$ cat config.mk
export PLATFORM = sky130hd
export DESIGN_NAME = mem_arbiter
export DESIGN_NICKNAME = d
export VERILOG_FILES = /design/src/rtl/mem_arbiter.sv
export SDC_FILE = /design/constraint.sdc
export NUM_CORES = 1
export LEC_CHECK = 0
export CAP_MARGIN = 20
export CORE_AREA = 4 4 242 244
export CTS_BUF_LIST = sky130_fd_sc_hd__clkbuf_16
export CTS_CLUSTER_DIAMETER = 120
export DETAILED_ROUTE_END_ITERATION = 8
export DIE_AREA = 0 0 246 248
export GPL_ROUTABILITY_DRIVEN = 0
export SYNTH_ARGS = -nofsm -noshare
export SYNTH_HDL_FRONTEND = slang
export SYNTH_SLANG_ARGS = --single-unit
export TNS_END_PERCENT = 10
$ cat constraint.sdc
create_clock -name clk_i -period 5.3 [get_ports clk_i]
set_input_delay 1.06 -clock clk_i [delete_from_list [all_inputs] [get_ports clk_i]]
set_output_delay 1.06 -clock clk_i [all_outputs]
set_load 0.02 [all_outputs]
$ cat src/rtl/mem_arbiter.sv
// Round-robin arbiter sharing one main-memory port among cache DMA requesters.
// Write-backs hold the grant for the whole block; reads issue once and collect beats.
module mem_arbiter #(
  parameter int unsigned num_req_p        = 4,
  parameter int unsigned dma_data_width_p = 2,
  parameter int unsigned block_width_p    = 4
) (
  input  logic                                   clk_i,
  input  logic                                   reset_i,
  input  logic [num_req_p-1:0]                   req_valid_i,
  input  logic [num_req_p-1:0]                   req_we_i,
  input  logic [num_req_p*32-1:0]                req_addr_i,
  input  logic [num_req_p*dma_data_width_p*32-1:0] req_wdata_i,
  output logic [num_req_p-1:0]                   req_ready_o,
  output logic [num_req_p-1:0]                   rsp_valid_o,
  output logic [dma_data_width_p*32-1:0]         rsp_data_o,
  output logic [num_req_p-1:0]                   grant_o,
  output logic                                   mem_valid_o,
  input  logic                                   mem_ready_i,
  output logic                                   mem_we_o,
  output logic [31:0]                            mem_addr_o,
  output logic [dma_data_width_p*32-1:0]         mem_wdata_o,
  input  logic                                   mem_valid_i,
  input  logic [dma_data_width_p*32-1:0]         mem_data_i
);

  localparam int unsigned beats_lp  = block_width_p / dma_data_width_p;
  localparam int unsigned beat_w_lp = (beats_lp > 1) ? $clog2(beats_lp) : 1;
  localparam int unsigned idx_w_lp  = $clog2(num_req_p);
  localparam int unsigned data_w_lp = dma_data_width_p * 32;
  localparam logic [beat_w_lp-1:0] beat_last_lp = beat_w_lp'(beats_lp - 1);

  typedef enum logic [1:0] {IDLE, ISSUE, RD_WAIT} state_e;

  state_e                state_r, state_n;
  logic [beat_w_lp-1:0]  beat_r, beat_n;
  logic [idx_w_lp-1:0]   last_r, last_n;
  logic [idx_w_lp-1:0]   owner_r, owner_n;

  logic [idx_w_lp-1:0]   pick, cand;
  logic                  found;
  logic                  own_valid, own_we, hs;
  logic [31:0]           own_addr;
  logic [data_w_lp-1:0]  own_wdata;

  assign own_valid  = req_valid_i[owner_r];
  assign own_we     = req_we_i[owner_r];
  assign own_addr   = req_addr_i[32'(owner_r) * 32 +: 32];
  assign own_wdata  = req_wdata_i[32'(owner_r) * data_w_lp +: data_w_lp];
  assign rsp_data_o = mem_data_i;

  // First requesting index searching upward circularly from the last owner + 1.
  always_comb begin
    pick  = last_r;
    cand  = '0;
    found = 1'b0;
    for (int unsigned k = 1; k <= num_req_p; k++) begin
      cand = idx_w_lp'((32'(last_r) + k) % num_req_p);
      if (!found && req_valid_i[cand]) begin
        found = 1'b1;
        pick  = cand;
      end
    end
  end

  always_comb begin
    state_n     = state_r;
    beat_n      = beat_r;
    last_n      = last_r;
    owner_n     = owner_r;
    hs          = 1'b0;
    mem_valid_o = 1'b0;
    mem_we_o    = 1'b0;
    mem_addr_o  = '0;
    mem_wdata_o = '0;
    req_ready_o = '0;
    rsp_valid_o = '0;
    grant_o     = '0;

    case (state_r)
      IDLE: begin
        if (found) begin
          owner_n = pick;
          state_n = ISSUE;
        end
      end
      ISSUE: begin
        grant_o[owner_r]     = 1'b1;
        mem_valid_o          = own_valid;
        mem_we_o             = own_we;
        mem_addr_o           = own_addr;
        mem_wdata_o          = own_wdata;
        hs                   = own_valid & mem_ready_i;
        req_ready_o[owner_r] = hs;
        if (hs) begin
          if (own_we) begin
            if (beat_r == beat_last_lp) begin
              beat_n  = '0;
              last_n  = owner_r;
              state_n = IDLE;
            end else begin
              beat_n = beat_r + beat_w_lp'(1);
            end
          end else begin
            beat_n  = '0;
            state_n = RD_WAIT;
          end
        end
      end
      RD_WAIT: begin
        grant_o[owner_r]     = 1'b1;
        rsp_valid_o[owner_r] = mem_valid_i;
        if (mem_valid_i) begin
          if (beat_r == beat_last_lp) begin
            beat_n  = '0;
            last_n  = owner_r;
            state_n = IDLE;
          end else begin
            beat_n = beat_r + beat_w_lp'(1);
          end
        end
      end
      default: state_n = IDLE;
    endcase

    // Reset abandons any transaction immediately: no handshake leaks out this cycle.
    if (reset_i) begin
      mem_valid_o = 1'b0;
      mem_we_o    = 1'b0;
      mem_addr_o  = '0;
      mem_wdata_o = '0;
      req_ready_o = '0;
      rsp_valid_o = '0;
      grant_o     = '0;
    end
  end

  always_ff @(posedge clk_i) begin
    if (reset_i) begin
      state_r <= IDLE;
      beat_r  <= '0;
      last_r  <= idx_w_lp'(num_req_p - 1);
      owner_r <= '0;
    end else begin
      state_r <= state_n;
      beat_r  <= beat_n;
      last_r  <= last_n;
      owner_r <= owner_n;
    end
  end

endmodule

==> metrics.yaml, run 1 <==
status: "finished, final reports clean"
slowest_stage: "clkdlybuf4s50_1"
r2r_end: "state_r[0]$_SDFFE_PP0P_"
cp.depth: 6
ios: 634
numCtsBuffers: 3
postRouteAntennaNets: 0
ir_worst_vdd_uv: 157
core_area_um2: 56300
grt_overflow: 0
initial_core_util_pct: 7.16
synth_edf_count: 0
cap_violations: 0
synth_top_area_cell: "mux4_2"
synth_area_um2: 4030
worst-path-buf-inv: 2
fin_crit_sh_pct: 84.5
synth_top_cell_area_share_pct: 54.8
final_cell_area_um2: 9630
start_kind: "input port"
vias: 5108
die_w_um: 246
cpPeakStageDelay_ps: 640
clock-root-buffer: "clkbuf_16"
hold_class: "register to register"
drcViolationCount: 0
die_h_um: 248
ys_types: 33
syn_avg_cell_area_um2: 10.7
clock_sinks: 7
syn2layout_area_growth_pct: 139
pre_cts_ws_ps: 796
dr.pass1.iters: 4
layout.nets: 1261
slew_headroom_pct: 47.2
grt_usage_pct: 8.70
hold_buffers: 0
grt_pass1_wl_mm: 38.7
pwr-share-clk_pct: 6.2
ctsHtreeMaxLevel: 1
power_frac_seq_pct: 7.4
path_cells: "clkdlybuf4s50_1, nand2b_4, nor2b_1, nand2_1, nor3_1, clkdlybuf4s50_1"
dieArea_um2: 61000
finalPower_mw: 2.06
synth_seq_cells: 7
cp-end-kind: "output pin"
num_rows: 87
sw_frac_of_total_pct: 41.2
rsz0062_at_grt: "false"
p_per_area_nw_per_um2: 214
hpwl_mm: 26.3
finalSetupViolCount: 0
drive_above_1_share_pct: 14.4
wirelength_mm: 29.6
ys_top_cells_by_area: "mux4_2, nor2b_1, buf_4"
dpl-instance-area_um2: 9540
first_iter_violations: 127
cp.arrival_ps: 3420
utilization_pct: 17.1
synthTopCellsByCount: "nor2b_1, mux4_2, buf_4"
stdcell_count: 1555
post-route-min-period_ps: 4480
grt_max_degree: 53
post_cts.repair.setup_buffers: 0
rr_worst_depth: 4
async_reset_ff_share_pct: 0
cts_resized: 0
cts_tree: "yes"
synth_ff_type: "dfxtp_1"
clkTransAtPathRegs_ps: 40
clk_latency_ps: 240
min_from: "state_r[0]$_SDFFE_PP0P_"
vias_per_cell: 3.28
ys.warnings.count: 0
comb_power_share_pct: 86.3
rrSetupSlack_ps: 3030
worstMarginPinSlew_ps: 793
timing.fmax_mhz: 223
wl_per_cell_um: 19.1
cp_max_fo: 31
antenna_found_initial: 11
synth_nets: 841
numPortBuffers: 505
finalHoldViolations: 0
critPathMostFrequentCell: "clkdlybuf4s50_1"
layout_setup_ws_ps: 824
grt_pass1_vias: 5534
cp.required_ps: 4240
fin_worst_skew_ps: 4.01
path_class: "input port to output pin"
placed_cells: 1548
whs_ps: 565
worstSetupEndpoint: "req_ready_o[0]"
synth_seq_area_share_pct: 3.48
final.setup.tns_ps: 0
p_leak_nw: 2.98
netSwitchingPower_mw: 0.847
slew_viol_final: 0
p_int_mw: 1.21
critPathLaunch: "reset_i"
yosysMostFrequentCell: "nor2b_1"
cpLargestDelayFamily: "buffers and inverters"
r2r-start: "owner_r[0]$_SDFFE_PP0P_"
clk_path_buf_depth: 2
synth_cells: 377
## placed cells by master, fill, tap and decap left out, types with 2 or more instances in the layout
cell type	instances
a21oi_1	6
nor3_1	4
buf_4	4
nand2b_1	5
nor2b_1	99
inv_1	8
o21ai_0	3
nor2_1	18
clkdlybuf4s50_1	505
clkbuf_16	3
dfxtp_1	5
nand3_1	2
diode_2	3
nor4_1	2
buf_12	5
ha_1	4
dfxtp_4	2
mux2i_1	2
mux4_2	98
nand2_1	6
## how the worst min path moves through the flow
stage | slack, ps | to | cells past startpoint
after floorplan | 510 | beat_r$_SDFFE_PP0P_ | 2
after global placement | 540 | beat_r$_SDFFE_PP0P_ | 2
after detailed placement | 560 | state_r[0]$_SDFFE_PP0P_ | 2
after CTS | 570 | state_r[0]$_SDFFE_PP0P_ | 2
after global routing | 600 | state_r[0]$_SDFFE_PP0P_ | 2
final | 560 | state_r[0]$_SDFFE_PP0P_ | 2
## final cells by class
class                           instances  area, um^2
Clock buffer                            3        75.1
Multi-Input combinational cell        264        3240
Antenna cell                            3        7.51
Inverter                                7        26.3
Clock inverter                          1        3.75
Sequential cell                         7         148
Fill cell                            6249       46700
Tap cell                              756         946
Timing Repair Buffer                  514        5180
## sequential cells by signal, indices dropped and copies added (netlist names)
name / cells
owner_r: 2
beat_r: 1
state_r: 2
last_r: 2
## worst reg2reg max path: stages (launching register included)
cell	delay [ps]
dfxtp_4	850
mux4_2	650
a21o_1	220
and3_1	200
a221oi_2	270
## layer usage
| metal | up-vias | GRT usage [%] | routed length (um) |
|---|---|---|---|
| met3 | 45 | 3.24 | 3640 |
| met5 | - | 0 | 55 |
| met1 | 2447 | 9.79 | 10600 |
| li1 | 2217 | - | - |
| met4 | 10 | 2.19 | 690 |
| met2 | 389 | 15.6 | 14600 |
## power groups by stage
stage	clock [mW]	sequential (mW)	combinational, mW
2_1_floorplan	0	0.0767	1.11
3_3_place_gp	0	0.159	1.78
3_5_place_dp	0	0.160	1.79
4_1_cts	0.131	0.159	1.80
5_1_grt	0.132	0.166	1.88
6_report	0.128	0.153	1.78
## kinds of logic after synthesis
| kind of cell | synth area share (%) |
|---|---|
| simple gates | 20.3 |
| buf+inv | 16.4 |
| flops | 3.48 |
| fa+ha+maj | 1.24 |
| mux | 55.3 |
| compound gates | 3.26 |
Power figures use the tool's default switching activity.
==> inputs of run 2 (changes only) <==
--- a/config.mk
+++ b/config.mk
@@ -6,11 +6,11 @@
 export NUM_CORES = 1
 export LEC_CHECK = 0
 export CAP_MARGIN = 20
-export CORE_AREA = 4 4 242 244
+export CORE_AREA = 4 4 245 247
 export CTS_BUF_LIST = sky130_fd_sc_hd__clkbuf_16
 export CTS_CLUSTER_DIAMETER = 120
 export DETAILED_ROUTE_END_ITERATION = 8
-export DIE_AREA = 0 0 246 248
+export DIE_AREA = 0 0 249 251
 export GPL_ROUTABILITY_DRIVEN = 0
 export SYNTH_ARGS = -nofsm -noshare
 export SYNTH_HDL_FRONTEND = slang
==> constraint.sdc (replaced) <==
create_clock -name clk_i -period 4.7 [get_ports clk_i]
set_input_delay 0.94 -clock clk_i [delete_from_list [all_inputs] [get_ports clk_i]]
set_output_delay 0.94 -clock clk_i [all_outputs]
set_load 0.02 [all_outputs]
==> run 2 against run 1 <==
Compared with the run above: final area increased by 0.30%; cell count increased by 0.77%; utilization down 0.34 points; wire length up 2.5%; global-route usage is 0.26 points higher; clock skew down 2.6 ps; critical endpoint unchanged.
==> metrics.yaml, run 2 (same netlist as run 1, synthesis figures left out) <==
status: "finished, final reports clean"
numCtsBuffers: 3  # unchanged
utilization_pct: 16.8  # -0.34 points
ir_worst_vdd_uv: 153  # -2.3%
syn2layout_area_growth_pct: 140
post-route-min-period_ps: 3850
grt_pass1_vias: 5423  # -2.0%
grt_overflow: 0  # unchanged
r2r_end: "state_r[0]$_SDFFE_PP0P_"
min_to: "state_r[0]$_SDFFE_PP0P_"
path_class: "input port to output pin"
whs_path_depth: 2  # unchanged
ios: 634  # unchanged
slew_headroom_pct: 48.0  # +0.80 points
hold_class: "register to register"
stdcell_count: 1567  # +0.77%
final.setup.tns_ps: 0  # unchanged
dpl-instance-area_um2: 9570  # +0.28%
pre_cts_ws_ps: 869  # +73.0 ps
clk_latency_ps: 230  # about the same
cp-end-kind: "output pin"
cp_max_fo: 6  # -81%
die_w_um: 249  # +1.2%
start_kind: "input port"
layout.nets: 1263  # +0.16%
r2r-start: "owner_r[0]$_SDFFE_PP0P_"
final_cell_mix: "clkdlybuf4s50_1, nor2b_1, mux4_2"
vias: 5116  # +0.16%
cp.required_ps: 3760  # -480 ps
wirelength_mm: 30.4  # +2.5%
layout_setup_ws_ps: 848  # +24.0 ps
fin_worst_skew_ps: 1.39  # -2.62 ps
cts_resized: 0  # unchanged
final_common_cell: "clkdlybuf4s50_1"
cts_tree: "yes"
rrSetupSlack_ps: 2430  # -600 ps
slew_viol_final: 0  # unchanged
worstMarginPinSlew_ps: 781  # -12.1 ps
drive_above_1_share_pct: 14.7  # +0.21 points
vias_per_cell: 3.26  # -0.61%
clkTransAtPathRegs_ps: 40  # about the same
critPathLaunch: "req_valid_i[1]"
placed_cells: 1559  # +0.71%
final_cell_area_um2: 9660  # +0.30%
p_per_area_nw_per_um2: 234  # +9.6%
rsz0062_at_grt: "false"
timing.fmax_mhz: 260
ctsHtreeMaxLevel: 1  # unchanged
hpwl_mm: 27.2  # +3.4%
fin_crit_sh_pct: 82.0
post_cts.repair.setup_buffers: 0  # unchanged
num_rows: 88  # +1.1%
clock-root-buffer: "clkbuf_16"
drcViolationCount: 0  # unchanged
grt_max_degree: 55  # +3.8%
finalHoldViolations: 0  # unchanged
p_leak_nw: 2.99  # +0.35%
clock_sinks: 7  # unchanged
min_from: "state_r[0]$_SDFFE_PP0P_"
die_h_um: 251  # +1.2%
wl_per_cell_um: 19.4  # +1.7%
first_iter_violations: 277  # +120%
antenna_found_initial: 13  # +2
finalSetupViolCount: 0  # unchanged
clk_path_buf_depth: 2  # unchanged
grt_pass1_wl_mm: 41.5  # +7.2%
numPortBuffers: 505  # unchanged
postRouteAntennaNets: 0  # unchanged
reg.largest.list: "last_r (2), owner_r (2), state_r (2)"
rr_worst_depth: 4  # unchanged
cap_violations: 0  # unchanged
dieArea_um2: 62500  # +2.4%
initial_core_util_pct: 7.00  # -0.16 points
hold_buffers: 0  # unchanged
cp.arrival_ps: 2910  # -510 ps
dr.pass1.iters: 4  # unchanged
grt_usage_pct: 8.96  # +0.26 points
core_area_um2: 57600  # +2.3%
==> run 2: changes by cell type in the layout (fill, tap and decap cells not counted), sizes merged <==
cell | before | now
buf | 9 | 11
diode | 3 | 4
==> run 2: worst max path at each step <==
stage | cells after the start | endpoint | slack [ps]
6_report | 6 | req_ready_o[0] | 850
5_1_grt | 6 | req_ready_o[1] | 720
4_1_cts | 6 | req_ready_o[0] | 860
3_5_place_dp | 5 | mem_wdata_o[7] | 870
3_3_place_gp | 6 | req_ready_o[0] | 900
2_1_floorplan | 4 | req_ready_o[0] | 1560
==> run 2: critical path, cell delays in order <==
cell	delay [ps]
clkdlybuf4s50_1	580
mux4_2	300
nor2b_1	190
nand2_1	130
nor3_1	140
clkdlybuf4s50_1	630
==> run 2: area by class of cell <==
cell class | count | area, um^2
repair buffers | 516 | 5200
fillers | 6338 | 47900
inverters | 7 | 26.3
clock inverters | 1 | 3.75
multi-input cells | 264 | 3240
diodes | 4 | 10.0
flip-flops and latches | 7 | 148
well taps | 765 | 957
clock buffers | 3 | 75.1
==> run 2: power breakdown <==
group,leakage (nW),switching (mW),internal [mW]
clock network,0.0423,0.0305,0.110
registers,0.0587,0.0824,0.0783
logic,2.89,0.776,1.18
total,2.99,0.889,1.37
==> run 2: per-layer routing <==
| metal | vias up | GRT usage (%) | part of all wire [%] |
|---|---|---|---|
| met5 | - | 0 | 0.23 |
| met4 | 10 | 1.67 | 2.3 |
| met3 | 38 | 3.38 | 9.8 |
| met2 | 365 | 15.7 | 49 |
| met1 | 2476 | 10.6 | 39 |
| li1 | 2227 | - | - |
==> run 2: through the flow <==
stage	power (mW)	hold WS, ps
4_1_cts	2.30	562
3_3_place_gp	2.14	539
5_1_grt	2.41	590
3_5_place_dp	2.15	557
2_1_floorplan	1.34	509
6_report	2.26	561
==> inputs of run 3 (changes only) <==
--- a/config.mk
+++ b/config.mk
@@ -6,11 +6,11 @@
 export NUM_CORES = 1
 export LEC_CHECK = 0
 export CAP_MARGIN = 20
-export CORE_AREA = 4 4 245 247
+export CORE_AREA = 4 4 241 243
 export CTS_BUF_LIST = sky130_fd_sc_hd__clkbuf_16
 export CTS_CLUSTER_DIAMETER = 120
 export DETAILED_ROUTE_END_ITERATION = 8
-export DIE_AREA = 0 0 249 251
+export DIE_AREA = 0 0 245 247
 export GPL_ROUTABILITY_DRIVEN = 0
 export SYNTH_ARGS = -nofsm -noshare
 export SYNTH_HDL_FRONTEND = slang
==> constraint.sdc (replaced) <==
create_clock -name clk_i -period 3.25 [get_ports clk_i]
set_input_delay 0.65 -clock clk_i [delete_from_list [all_inputs] [get_ports clk_i]]
set_output_delay 0.65 -clock clk_i [all_outputs]
set_load 0.02 [all_outputs]
==> run 3 against run 2 <==
Compared with the run above: global-route usage decreased by 0.28 points; largest power group unchanged; sequential share of layout area hardly changed; count of clock-buffer cells in the layout unchanged; largest cell class unchanged.
==> metrics.yaml, run 3 (same netlist as run 1, synthesis figures left out) <==
dieArea_um2: 60500  # -3.2%
final_cell_area_um2: 9900  # +2.5%
post-route-min-period_ps: 3060
layout.nets: 1282  # +1.5%
placed_cells: 1569  # +0.64%
comb_power_share_pct: 89.2  # +2.5 points
fin_worst_skew_ps: 2.63  # +1.23 ps
hpwl_mm: 26.2  # -3.5%
grt_pass1_wl_mm: 38.7  # -6.6%
sw_frac_of_total_pct: 39.0  # -0.29 points
pwr-share-clk_pct: 6.0  # -0.2 points
power_frac_seq_pct: 4.8  # -2.3 points
p_leak_nw: 3.18  # +6.2%
finalHoldViolations: 0  # unchanged
clkTransAtPathRegs_ps: 40  # about the same
utilization_pct: 17.7  # +0.93 points
rsz0062_at_grt: "false"
die_h_um: 247  # -1.6%
clk_path_buf_depth: 2  # unchanged
dpl-instance-area_um2: 9810  # +2.6%
cp.arrival_ps: 2410  # -500 ps
status: "finished, final reports clean"
die_w_um: 245  # -1.6%
cp-end-kind: "output pin"
antenna_found_initial: 6  # -7
final_common_cell: "clkdlybuf4s50_1"
clk_latency_ps: 230  # about the same
final.setup.tns_ps: 0  # unchanged
clock-root-buffer: "clkbuf_16"
cp.required_ps: 2600  # -1160 ps
wl_per_cell_um: 18.3  # -5.8%
final_cell_mix: "clkdlybuf4s50_1, nor2b_1, mux4_2"
cp_max_fo: 31  # +25
grt_usage_pct: 8.68  # -0.28 points
num_rows: 87  # -1.1%
stdcell_count: 1577  # +0.64%
vias_per_cell: 3.27  # about the same
ios: 634  # unchanged
finalSetupViolCount: 0  # unchanged
first_iter_violations: 158  # -43%
p_int_mw: 2.12  # +54%
netSwitchingPower_mw: 1.35  # +52%
drcViolationCount: 0  # unchanged
drive_above_1_share_pct: 18.5  # +3.8 points
hold_class: "register to register"
core_area_um2: 56000  # -2.8%
grt_pass1_vias: 5738  # +5.8%
worstMarginPinSlew_ps: 486  # -295 ps
path_class: "input port to output pin"
syn2layout_area_growth_pct: 146
numPortBuffers: 505  # unchanged
cap_violations: 0  # unchanged
ctsHtreeMaxLevel: 1  # unchanged
postRouteAntennaNets: 0  # unchanged
grt_max_degree: 58  # +5.5%
slew_headroom_pct: 67.3  # +19 points
grt_overflow: 0  # unchanged
start_kind: "input port"
ir_worst_vdd_uv: 194  # +26%
cts_tree: "yes"
timing.fmax_mhz: 327
clock_sinks: 7  # unchanged
reg.largest.list: "last_r (2), owner_r (2), state_r (2)"
dr.pass1.iters: 4  # unchanged
wirelength_mm: 28.8  # -5.2%
p_per_area_nw_per_um2: 350  # +50%
vias: 5150  # +0.66%
slew_viol_final: 0  # unchanged
whs_ps: 543  # -17.6 ps
numCtsBuffers: 3  # unchanged
initial_core_util_pct: 7.20  # +0.20 points
fin_crit_sh_pct: 94.1
-- run 3: path summary, 6_finish.rpt --
| kind | slack [ps] | depth (start not counted) | startpoint | to |
|---|---|---|---|---|
| max reg2reg | 1360 | 4 | owner_r[0]$_SDFFE_PP0P_ | state_r[0]$_SDFFE_PP0P_ |
| max | 190 | 6 | reset_i | mem_addr_o[7] |
| min reg2reg | 540 | 2 | last_r[0]$_SDFFE_PP1P_ | last_r[0]$_SDFFE_PP1P_ |
| min | 540 | 2 | last_r[0]$_SDFFE_PP1P_ | last_r[0]$_SDFFE_PP1P_ |
-- run 3: worst max-delay path, stage by stage --
cell and delay, ps:
clkdlybuf4s50_1 440, nand2b_4 190, buf_12 170, buf_4 180, nor2b_1 110, clkdlybuf4s50_1 620
-- run 3: area by class of cell --
type                    count  area, um^2
inverters                   7        26.3
flip-flops and latches      7         148
repair buffers            535        5460
diodes                      4        10.0
clock buffers               3        75.1
well taps                 756         946
clock inverters             1        3.75
fillers                  6255       46100
multi-input cells         264        3240
-- run 3: power by group through the flow --
stage | Clock (mW) | Sequential [mW] | Combinational [mW]
2_1_floorplan | 0 | 0.125 | 1.82
3_3_place_gp | 0 | 0.169 | 3.13
3_5_place_dp | 0 | 0.170 | 3.15
4_1_cts | 0.211 | 0.169 | 3.16
5_1_grt | 0.215 | 0.173 | 3.32
6_report | 0.209 | 0.165 | 3.09
-- run 3: what timing repair did --
item / CTS / global route
setup buffers: 0 / 0
hold buffers: 0 / 0
resized for setup: 2 / 1
pin swaps: 0 / 0
endpoints found under the setup margin: 2 / 1
-- run 3: stage by stage --
stage	setup slack, ps	power, mW
2_1_floorplan	687	1.94
5_1_grt	104	3.70
6_report	191	3.47
4_1_cts	8.07	3.54
3_5_place_dp	8.21	3.32
3_3_place_gp	-48.9	3.30
-- run 3: per-layer routing --
| metal | up-vias | track usage, % | wire length, um |
|---|---|---|---|
| li1 | 2260 | - | - |
| met1 | 2498 | 9.20 | 10200 |
| met2 | 333 | 14.8 | 13800 |
| met3 | 55 | 4.73 | 3790 |
| met4 | 4 | 2.84 | 1050 |
| met5 | - | 0 | 27 |
